**src/rtl/serial_tx.sv**
```systemverilog
// serial_tx: UART transmitter that drains a show-ahead synchronous FIFO read
// port. It pops one character at a time and shifts it out LSB-first as
// 8N1 (or 8E1 when SERIAL_TX_PARITY_EN is defined) at a fixed baud.
//
// Optional feature macro: SERIAL_TX_PARITY_EN
//   defined   : even-parity bit inserted between the data bits and the stop bit
//   undefined : plain start / data / stop frame
//
// Parameters
//   DATA_SZ   bits per character (fifo data width)
//   BAUD_DIV  clock cycles per bit, must be >= 2
//
// Ports
//   i_clk    system clock
//   i_rst_n  synchronous reset, active-low
//   i_empty  fifo empty flag
//   i_data   fifo head data, valid whenever !i_empty
//   o_rd     fifo pop strobe, one cycle per character (combinational)
//   o_tx     serial line, idle high, registered
//   o_busy   high while a frame is in progress
module serial_tx #(
  parameter int DATA_SZ  = 8,
  parameter int BAUD_DIV = 417
) (
  input  logic               i_clk,
  input  logic               i_rst_n,
  input  logic               i_empty,
  input  logic [DATA_SZ-1:0] i_data,
  output logic               o_rd,
  output logic               o_tx,
  output logic               o_busy
);

  localparam int BW   = $clog2(BAUD_DIV);
  localparam int BITW = (DATA_SZ > 1) ? $clog2(DATA_SZ) : 1;

`ifdef SERIAL_TX_PARITY_EN
  typedef enum logic [2:0] {S_IDLE, S_START, S_DATA, S_PARITY, S_STOP} state_t;
`else
  typedef enum logic [2:0] {S_IDLE, S_START, S_DATA, S_STOP} state_t;
`endif

  state_t             r_state, w_state_next;
  logic [BW-1:0]      r_baud, w_baud_next;
  logic [BITW-1:0]    r_bit, w_bit_next;
  logic [DATA_SZ-1:0] r_shift, w_shift_next, w_shift_shr;
  logic               r_tx, w_tx_next;
  logic               w_baud_last, w_bit_last, w_pop;
`ifdef SERIAL_TX_PARITY_EN
  logic               r_par, w_par_next;
`endif

  assign w_shift_shr = r_shift >> 1;

  always_ff @(posedge i_clk) begin
    if (!i_rst_n) begin
      r_state <= S_IDLE;
      r_baud  <= '0;
      r_bit   <= '0;
      r_shift <= '0;
      r_tx    <= 1'b1;
`ifdef SERIAL_TX_PARITY_EN
      r_par   <= 1'b0;
`endif
    end else begin
      r_state <= w_state_next;
      r_baud  <= w_baud_next;
      r_bit   <= w_bit_next;
      r_shift <= w_shift_next;
      r_tx    <= w_tx_next;
`ifdef SERIAL_TX_PARITY_EN
      r_par   <= w_par_next;
`endif
    end
  end

  // o_tx is a register, so each transition loads the line level of the
  // state/bit being entered rather than the one being left.
  always_comb begin
    w_baud_last  = (r_baud == BW'(BAUD_DIV - 1));
    w_bit_last   = (r_bit == BITW'(DATA_SZ - 1));
    w_pop        = ((r_state == S_IDLE) || (r_state == S_STOP && w_baud_last))
                   && !i_empty && i_rst_n;
    w_state_next = r_state;
    w_baud_next  = w_baud_last ? '0 : r_baud + 1'b1;
    w_bit_next   = r_bit;
    w_shift_next = r_shift;
    w_tx_next    = r_tx;
`ifdef SERIAL_TX_PARITY_EN
    w_par_next   = r_par;
`endif

    case (r_state)
      S_IDLE: begin
        w_baud_next = '0;
        w_tx_next   = 1'b1;
        if (w_pop) begin
          w_state_next = S_START;
          w_shift_next = i_data;
          w_bit_next   = '0;
          w_tx_next    = 1'b0;
`ifdef SERIAL_TX_PARITY_EN
          w_par_next   = ^i_data;
`endif
        end
      end

      S_START: begin
        if (w_baud_last) begin
          w_state_next = S_DATA;
          w_bit_next   = '0;
          w_tx_next    = r_shift[0];
        end
      end

      S_DATA: begin
        if (w_baud_last) begin
          if (w_bit_last) begin
`ifdef SERIAL_TX_PARITY_EN
            w_state_next = S_PARITY;
            w_tx_next    = r_par;
`else
            w_state_next = S_STOP;
            w_tx_next    = 1'b1;
`endif
          end else begin
            w_bit_next   = r_bit + 1'b1;
            w_shift_next = w_shift_shr;
            w_tx_next    = w_shift_shr[0];
          end
        end
      end

`ifdef SERIAL_TX_PARITY_EN
      S_PARITY: begin
        if (w_baud_last) begin
          w_state_next = S_STOP;
          w_tx_next    = 1'b1;
        end
      end
`endif

      S_STOP: begin
        if (w_baud_last) begin
          if (w_pop) begin
            // back-to-back: next start bit immediately, no idle cycle
            w_state_next = S_START;
            w_shift_next = i_data;
            w_bit_next   = '0;
            w_tx_next    = 1'b0;
`ifdef SERIAL_TX_PARITY_EN
            w_par_next   = ^i_data;
`endif
          end else begin
            w_state_next = S_IDLE;
            w_tx_next    = 1'b1;
          end
        end
      end

      default: begin
        w_state_next = S_IDLE;
        w_baud_next  = '0;
        w_tx_next    = 1'b1;
      end
    endcase
  end

  assign o_rd   = w_pop;
  assign o_tx   = r_tx;
  assign o_busy = (r_state != S_IDLE);

endmodule
```
**config.mk**
```make
export PLATFORM = sky130hd
export DESIGN_NAME = serial_tx
export DESIGN_NICKNAME = d
export VERILOG_FILES = /design/src/rtl/serial_tx.sv
export SDC_FILE = /design/constraint.sdc
export NUM_CORES = 1
export LEC_CHECK = 0
export ABC_AREA = 1
export BUFFER_PORTS_ARGS = -buffer_cell sky130_fd_sc_hd__clkbuf_2
export CELL_PAD_IN_SITES_DETAIL_PLACEMENT = 1
export CELL_PAD_IN_SITES_GLOBAL_PLACEMENT = 1
export CORE_ASPECT_RATIO = 0.6
export CORE_MARGIN = 1
export CORE_UTILIZATION = 43
export DETAILED_ROUTE_END_ITERATION = 6
export MAX_ROUTING_LAYER = met4
export PLACE_DENSITY_LB_ADDON = 0.1
export RECOVER_POWER = 100
export SLEW_MARGIN = 20
export SYNTH_ARGS = -nofsm -noshare
export SYNTH_HDL_FRONTEND = slang
export SYNTH_SLANG_ARGS = --single-unit
```
**constraint.sdc**
```tcl
create_clock -name i_clk -period 3.8 [get_ports i_clk]
set_clock_uncertainty 0.2 [all_clocks]
set_input_delay 0.76 -clock i_clk [delete_from_list [all_inputs] [get_ports i_clk]]
set_output_delay 0.76 -clock i_clk [all_outputs]
set_load 0.005 [all_outputs]
```
# --- Word level (Yosys, flattened, before mapping) ---
# Index checks and enable logic that the tools add are counted.
word_totals:
  regBits: 24
  in_bits: 11
  out_inout_bits: 3
  word_cells: 59
classes:
  addsub: 2
  eq_ne: 11
  muxes: 24
  n_bitwise: 2
  n_reduce_logical: 15
ops:
  columns: ["op", "n"]
  rows:
  - ["$mux 8", 4]
  - ["$mux 3", 10]
  - ["$pmux 3 s4", 2]
  - ["$pmux 8 s3", 1]
  - ["$ne 2x2->1 const B", 6]
  - ["$reduce_and 5->1", 2]
  - ["$add 9x1->9 const B", 1]
  - ["$eq 9x9->1 const B", 1]
  - ["$eq 3x2->1 const B", 2]
  - ["$mux 1", 6]
  - ["$reduce_bool 3->1", 2]
  - ["$reduce_or 3->1", 2]
  - ["$pmux 1 s4", 1]
  - ["$reduce_and 4->1", 1]
  - ["$reduce_bool 4->1", 1]
  - ["$add 3x1->3 const B", 1]
  - ["$eq 3x1->1 const B", 1]
  - ["$eq 3x3->1 const B", 1]
  - ["$logic_and 1x1->1", 3]
  - ["$logic_not 3->1", 1]
  - ["$reduce_and 3->1", 1]
  - ["$not 1->1", 2]
  - ["$logic_not 1->1", 1]
  - ["$logic_or 1x1->1", 1]

# --- Depth between registers and ports, before layout ---
# Gate-level depths: netlist of run 1.
logic_depth:
  depth_word: 8
  depth_mapped: 12
  mapped_depth_nobuf: 12

# --- Least setup slack after synthesis of run 1 ---
# No wires, ideal clock.
synth_path:
  path_type: "input -> output"
  start: "input i_rst_n"
  end: "output o_rd"
  t_arrival_ps: 1079
  t_required_ps: 2840
  slack_ps: 1761
  stages: 4
  path_cell_list: "inv_1 -> nor2_1 -> nand2_2 -> inv_1"
synth_between:
  elab_chain_len: 1
synth_rtl:
  columns: ["element", "line_no", "source"]
  rows:
  - ["from (decl)", "26", "input logic i_rst_n,"]
  - ["$logic_and 1x1->1", "83", "&& !i_empty && i_rst_n;"]
  - ["to (decl)", "29", "output logic o_rd,"]
# Every way passes these cells.

# --- Final worst setup path of run 1 ---
# Ends and elaborated chain as after synthesis.

==> results of run 1 <==
kinds of logic (layout without fill, tap and decap cells):
kind of cell	count (synthesis)	after routing	synth area share (%)
buffers and inverters	28	42	8.682
flip-flops	23	23	37.59
AND/OR/NAND/NOR	102	102	36.06
AO/OA/AOI/OAI	21	21	9.499
adder cells (fa/ha/maj)	8	8	8.172
path summary, 6_finish.rpt:
check	startpoint	end	slack (ns)	depth (start not counted)
setup / recovery	i_rst_n	o_rd	0.93	6
hold / removal	r_baud[0]$_SDFF_PP0_	r_baud[0]$_SDFF_PP0_	0.27	1
setup reg to reg	r_state[0]$_SDFFE_PN0P_	r_shift[4]$_SDFFE_PN0P_	1.27	8
hold reg to reg	r_baud[0]$_SDFF_PP0_	r_baud[0]$_SDFF_PP0_	0.27	1
metrics by stage:
step                std cells  cell area, µm²  hold slack, ns  power, mW  util, %
floorplan                 182            1225          0.2300     0.6999        -
global placement          224            1319          0.2462     0.7894    50.87
detailed placement        224            1319          0.2575     0.8259    50.87
CTS                       228            1365          0.2775     0.9860    52.65
global route              228            1344          0.3057      1.054    51.83
finish                    228            1344          0.2737     0.9605    51.83
power groups by stage:
| stage | clock network (mW) | registers [mW] | logic (mW) |
|---|---|---|---|
| after floorplan | 0 | 0.345 | 0.355 |
| after global placement | 0 | 0.349 | 0.441 |
| after detailed placement | 0 | 0.355 | 0.471 |
| after CTS | 0.160 | 0.349 | 0.476 |
| after global routing | 0.172 | 0.357 | 0.525 |
| final | 0.158 | 0.349 | 0.454 |
sequential cells by signal, summed over array words and instances (netlist names):
name     cells
o_tx         1
r_baud       9
r_bit        3
r_shift      8
r_state      2
cell type report:
type	count	area, µm²
fillers	366	1249
clock buffers	3	41.29
multi-input cells	131	640.6
well taps	32	40.04
inverters	25	95.09
repair buffers	13	61.31
flip-flops and latches	23	460.4
clock inverters	1	5.005
Yosys cell counts (3+ instances only):
cell type / n / area share (%)
o21ai_0: 8 / 3.3
nor3_1: 5 / 2.0
a21oi_1: 7 / 2.9
dfxtp_1: 23 / 38
clkbuf_1: 3 / 0.92
o21ai_1: 3 / 1.2
inv_1: 22 / 6.7
nand2_1: 45 / 14
nand3_1: 6 / 2.5
ha_1: 8 / 8.2
nor2_1: 32 / 9.8
nand2_2: 4 / 2.0
layer usage:
metal	wire length (µm)	share of wire, %
met1	1652	53
met2	1329	43
met3	97	3.1
met4	12	0.39
met5	0	0
==> key figures, run 1 <==
Status
  – Status: finished, final reports clean

STA
  – Fin worst setup slack: 0.9319 ns
  – Worst slew pin tran: 0.5939 ns
  – Peak Freq: 0.3487 GHz
  – Final setup vio count: 0
  – Final hold violations: 0
  – Relative slew slack: 60.41%
  – Max Transition Viols Final: 0
  – Final worst-path cycle share: 75.48%
  – RSZ-0062 raised after global routing: false
  – Setup TNS: 0 ns
  – Crit path time final: 2.868 ns

Synth
  – Commonest register cell after synthesis: dfxtp_1
  – Cell variety after synth: 23
  – Sequential-to-total area share from yosys stat: 37.59%
  – Synth Instances: 182
  – Synth Warn #: 0
  – Synthesized area: 1225 µm²
  – Asr flop ratio synth: 0%
  – Synthesized net count: 201
  – Yosys reg bits: 23
  – Avg Inst Size Synth: 6.730 µm²
  – Post-synth EDFFs: 0

Final layout
  – Layout cell share with drive strength beyond 1: 11.22%
  – Layout Nets: 216
  – Most frequent cells in the layout: nand2_1 (49), nor2_1 (33), dfxtp_1 (23)
  – Layout area overhead: 9.704%
  – Commonest non-fill, non-tap cell in the layout: nand2_1
  – # diodes: 0

Critical path
  – CP Launch Type: input port
  – Worst Setup End Kind: output pin
  – Crit path max-delay family: buffers and inverters
  – CP Data Arrival Time: 1.91 ns
  – CP max stage cell: clkbuf_1
  – CP peak stage delay: 0.44 ns
  – Worst Path Buf+Inv: 4
  – Maximum fanout along the worst path: 15
  – CP Cell Sequence: clkbuf_1 > inv_1 > nor2_1 > nand2_2 > inv_1 > clkbuf_2
  – Critical path class: input port to output pin
  – WP data required: 2.84 ns
  – Most used cell, CP: inv_1

Die
  – Die area: 3073 µm²
  – Die width: 70.91 µm
  – Initial Utilization: 47.25%
  – Die extent in y: 43.34 µm
  – IO Pins: 14
  – Std-Cell Rows: 14
  – Core Box Area: 2592 µm²

Clocking
  – Post-CTS Resized: 0
  – Clock Path Buffers: 2
  – H-tree levels: 1
  – CTS tree: yes
  – Clock transition at path regs: 0.08 ns
  – CTS Sinks: 23
  – Num CTS Buffers: 3
  – Hold-fix buffers, CTS: 0
  – Worst-Skew Late Latency: 0.27 ns
  – Clock root buffer: clkbuf_8
  – Post-CTS Setup Bufs: 0

GRT
  – Tot GR Track Use: 23.38%
  – Initial antenna violation count: 0
  – Gr ovfl total: 0
  – Met1 Use GR: 30.22%
  – First-pass GRT wire length: 5278 µm
  – Largest net degree at the start of global routing: 16
  – Vias in the first global route: 1167
  – M3 GR Usage: 6.512%
  – Met2 Use GR: 37.69%
  – Most Used Layer, Global Route: met2

Min path
  – Worst hold path class: register to register

Pwr
  – Reg power frac: 36.3%
  – Switch Pwr: 0.4227 mW
  – Net Sw Frac: 44.00%
  – Pwr Density: 714.8 nW/µm²
  – Worst ir drop on vdd: 0.3926 mV
  – Leakage: 0.6726 nW
  – Internal: 0.5379 mW
  – Combinational power share: 47.3%
  – Clock power frac: 16.4%

Run
  – Maxcap violations: 0

Routing
  – Final WL: 3092 µm
  – Iter 0 DRT Violations: 60
  – Drt pass-1 iters: 6
  – Vias per cell: 4.952
  – Post-route ant nets: 0
  – Wire length per cell after detailed routing: 13.56 µm
  – Vias: 1129
  – Residual DRC count: 0

Placed design
  – RePlAce Congestion: 0.8297
  – Hpwl dp: 2372 µm
  – DP Worst Slack: 1.278 ns
  – Input/output buffers: 13
Note: power is estimated with default switching activity, not from simulation.
==> run 2: changes to the inputs <==
--- a/config.mk
+++ b/config.mk
@@ -11,7 +11,7 @@
 export CELL_PAD_IN_SITES_GLOBAL_PLACEMENT = 1
 export CORE_ASPECT_RATIO = 0.6
 export CORE_MARGIN = 1
-export CORE_UTILIZATION = 43
+export CORE_UTILIZATION = 40
 export DETAILED_ROUTE_END_ITERATION = 6
 export MAX_ROUTING_LAYER = met4
 export PLACE_DENSITY_LB_ADDON = 0.1
==> constraint.sdc (replaced) <==
create_clock -name i_clk -period 3 [get_ports i_clk]
set_clock_uncertainty 0.2 [all_clocks]
set_input_delay 0.6 -clock i_clk [delete_from_list [all_inputs] [get_ports i_clk]]
set_output_delay 0.6 -clock i_clk [all_outputs]
set_load 0.005 [all_outputs]
==> key figures, run 2 (same netlist as run 1, synthesis figures left out) <==
Clocking
  – Num CTS Buffers: 3 (unchanged)
  – Hold-fix buffers, CTS: 0 (unchanged)
  – Clock root buffer: clkbuf_8
  – Post-CTS Resized: 0 (unchanged)
  – H-tree levels: 1 (unchanged)
  – Clock Path Buffers: 2 (unchanged)
  – CTS tree: yes
  – Worst-Skew Late Latency: 0.27 ns (about the same)
  – CTS Sinks: 23 (unchanged)
  – Clock transition at path regs: 0.09 ns (about the same)
  – Post-CTS Setup Bufs: 0 (unchanged)

Routing
  – Post-route ant nets: 0 (unchanged)
  – Residual DRC count: 0 (unchanged)
  – Vias per cell: 4.832 (-2.4%)
  – Wire length per cell after detailed routing: 12.22 µm (-9.9%)
  – Iter 0 DRT Violations: 55 (-8.3%)
  – Drt pass-1 iters: 4 (-2)
  – Final WL: 2909 µm (-5.9%)
  – Vias: 1150 (+1.9%)

Die
  – IO Pins: 14 (unchanged)
  – Die area: 3295 µm² (+7.2%)
  – Initial Utilization: 42.38% (-4.9 points)
  – Die width: 73.44 µm (+3.6%)
  – Std-Cell Rows: 15 (+1)
  – Core Box Area: 2890 µm² (+11%)
  – Die extent in y: 44.87 µm (+3.5%)

Placed design
  – Hpwl dp: 2313 µm (-2.5%)
  – RePlAce Congestion: 0.8138 (-1.9%)
  – Input/output buffers: 13 (unchanged)

STA
  – Final hold violations: 0 (unchanged)
  – Relative slew slack: 62.10% (+1.7 points)
  – Crit path time final: 2.365 ns
  – Final worst-path cycle share: 78.84%
  – RSZ-0062 raised after global routing: false
  – Peak Freq: 0.4228 GHz
  – Final setup vio count: 0 (unchanged)
  – Setup TNS: 0 ns (unchanged)
  – Worst slew pin tran: 0.5633 ns (-0.03062 ns)
  – Max Transition Viols Final: 0 (unchanged)

Critical path
  – Worst Setup End Kind: register
  – FF-to-FF Start: r_state[0]$_SDFFE_PN0P_
  – WP data required: 2.97 ns (+0.13 ns)
  – Critical Path Start: r_state[0]$_SDFFE_PN0P_
  – Maximum fanout along the worst path: 13 (-2)
  – CP Launch Type: register
  – Critical path class: register to register
  – CP Data Arrival Time: 2.34 ns (+0.43 ns)

Final layout
  – Commonest non-fill, non-tap cell in the layout: nand2_1
  – Max reg flops: 9 (unchanged)
  – Layout area overhead: 10.73%
  – Reg with most FFs: r_baud
  – Biggest regs: r_baud: 9 flops, r_shift: 8 flops, r_bit: 3 flops
  – # diodes: 0 (unchanged)
  – Most frequent cells in the layout: nand2_1 (49), nor2_1 (33), dfxtp_1 (23)
  – Layout Nets: 216 (unchanged)
  – Layout cell share with drive strength beyond 1: 10.71% (-0.51 points)

GRT
  – Vias in the first global route: 1063 (-8.9%)
  – Gr ovfl total: 0 (unchanged)
  – Largest net degree at the start of global routing: 16 (unchanged)
  – Tot GR Track Use: 20.82% (-2.6 points)
  – First-pass GRT wire length: 4878 µm (-7.6%)
  – Initial antenna violation count: 0 (unchanged)

Pwr
  – Power, Total: 1.203 mW (+25%)
  – Pwr Density: 886.7 nW/µm² (+24%)
  – Leakage: 0.6756 nW (+0.44%)
  – Worst ir drop on vdd: 0.3023 mV (-23%)

Min path
  – Worst hold path class: register to register
  – Worst hold start: r_baud[0]$_SDFF_PP0_

Status
  – Status: finished, final reports clean

Run
  – Maxcap violations: 0 (unchanged)
run 2: path summary, 6_finish.rpt:
| kind | end | slack (ns) | cells past startpoint |
|---|---|---|---|
| max | r_bit[1]$_SDFFE_PN0P_ | 0.63 | 9 |
| max reg2reg | r_bit[1]$_SDFFE_PN0P_ | 0.63 | 9 |
| min | r_baud[0]$_SDFF_PP0_ | 0.28 | 1 |
| min reg2reg | r_baud[0]$_SDFF_PP0_ | 0.28 | 1 |
run 2: routing by layer:
layer,GRT usage [%],share of wire (%),vias to the layer above
met5,-,0,-
met4,5.385,0.83,0
met3,5.357,3.2,4
met2,30.28,42,14
met1,28.79,54,539
li1,-,-,593
run 2: through the flow:
stage	area [µm²]	utilization (%)	setup slack, ns	instances	hold WS (ns)
floorplan	1225	-	1.247	182	0.2300
global placement	1331	46.06	0.8263	234	0.2444
detailed placement	1331	46.06	0.8006	234	0.2625
CTS	1378	47.66	0.6630	238	0.2836
global route	1356	46.93	0.3470	238	0.3210
finish	1356	46.93	0.6349	238	0.2767
run 2: cell type report:
cell class / count / area (µm²)
clock buffer: 3 / 41.29
clock inverter: 1 / 5.005
fill: 425 / 1534
inverter: 25 / 95.09
multi-input combinational: 131 / 639.4
sequential: 23 / 460.4
tap: 42 / 52.55
timing repair buffer: 13 / 62.56
run 2: worst max-delay path, cell delays in order, from the launching register on:
cell     delay (ns)
dfxtp_1        0.37
inv_1          0.09
ha_1           0.37
nor2_1         0.16
inv_1          0.08
o21ai_0        0.38
and2_0         0.29
nand2_1        0.15
nor2_1         0.13
nor2_1         0.05
run 2: power breakdown:
group | internal, mW | switching [mW] | leakage [nW]
combinational | 0.187 | 0.370 | 0.462
clock | 0.0930 | 0.108 | 0.0255
sequential | 0.392 | 0.0528 | 0.188
total | 0.672 | 0.531 | 0.676
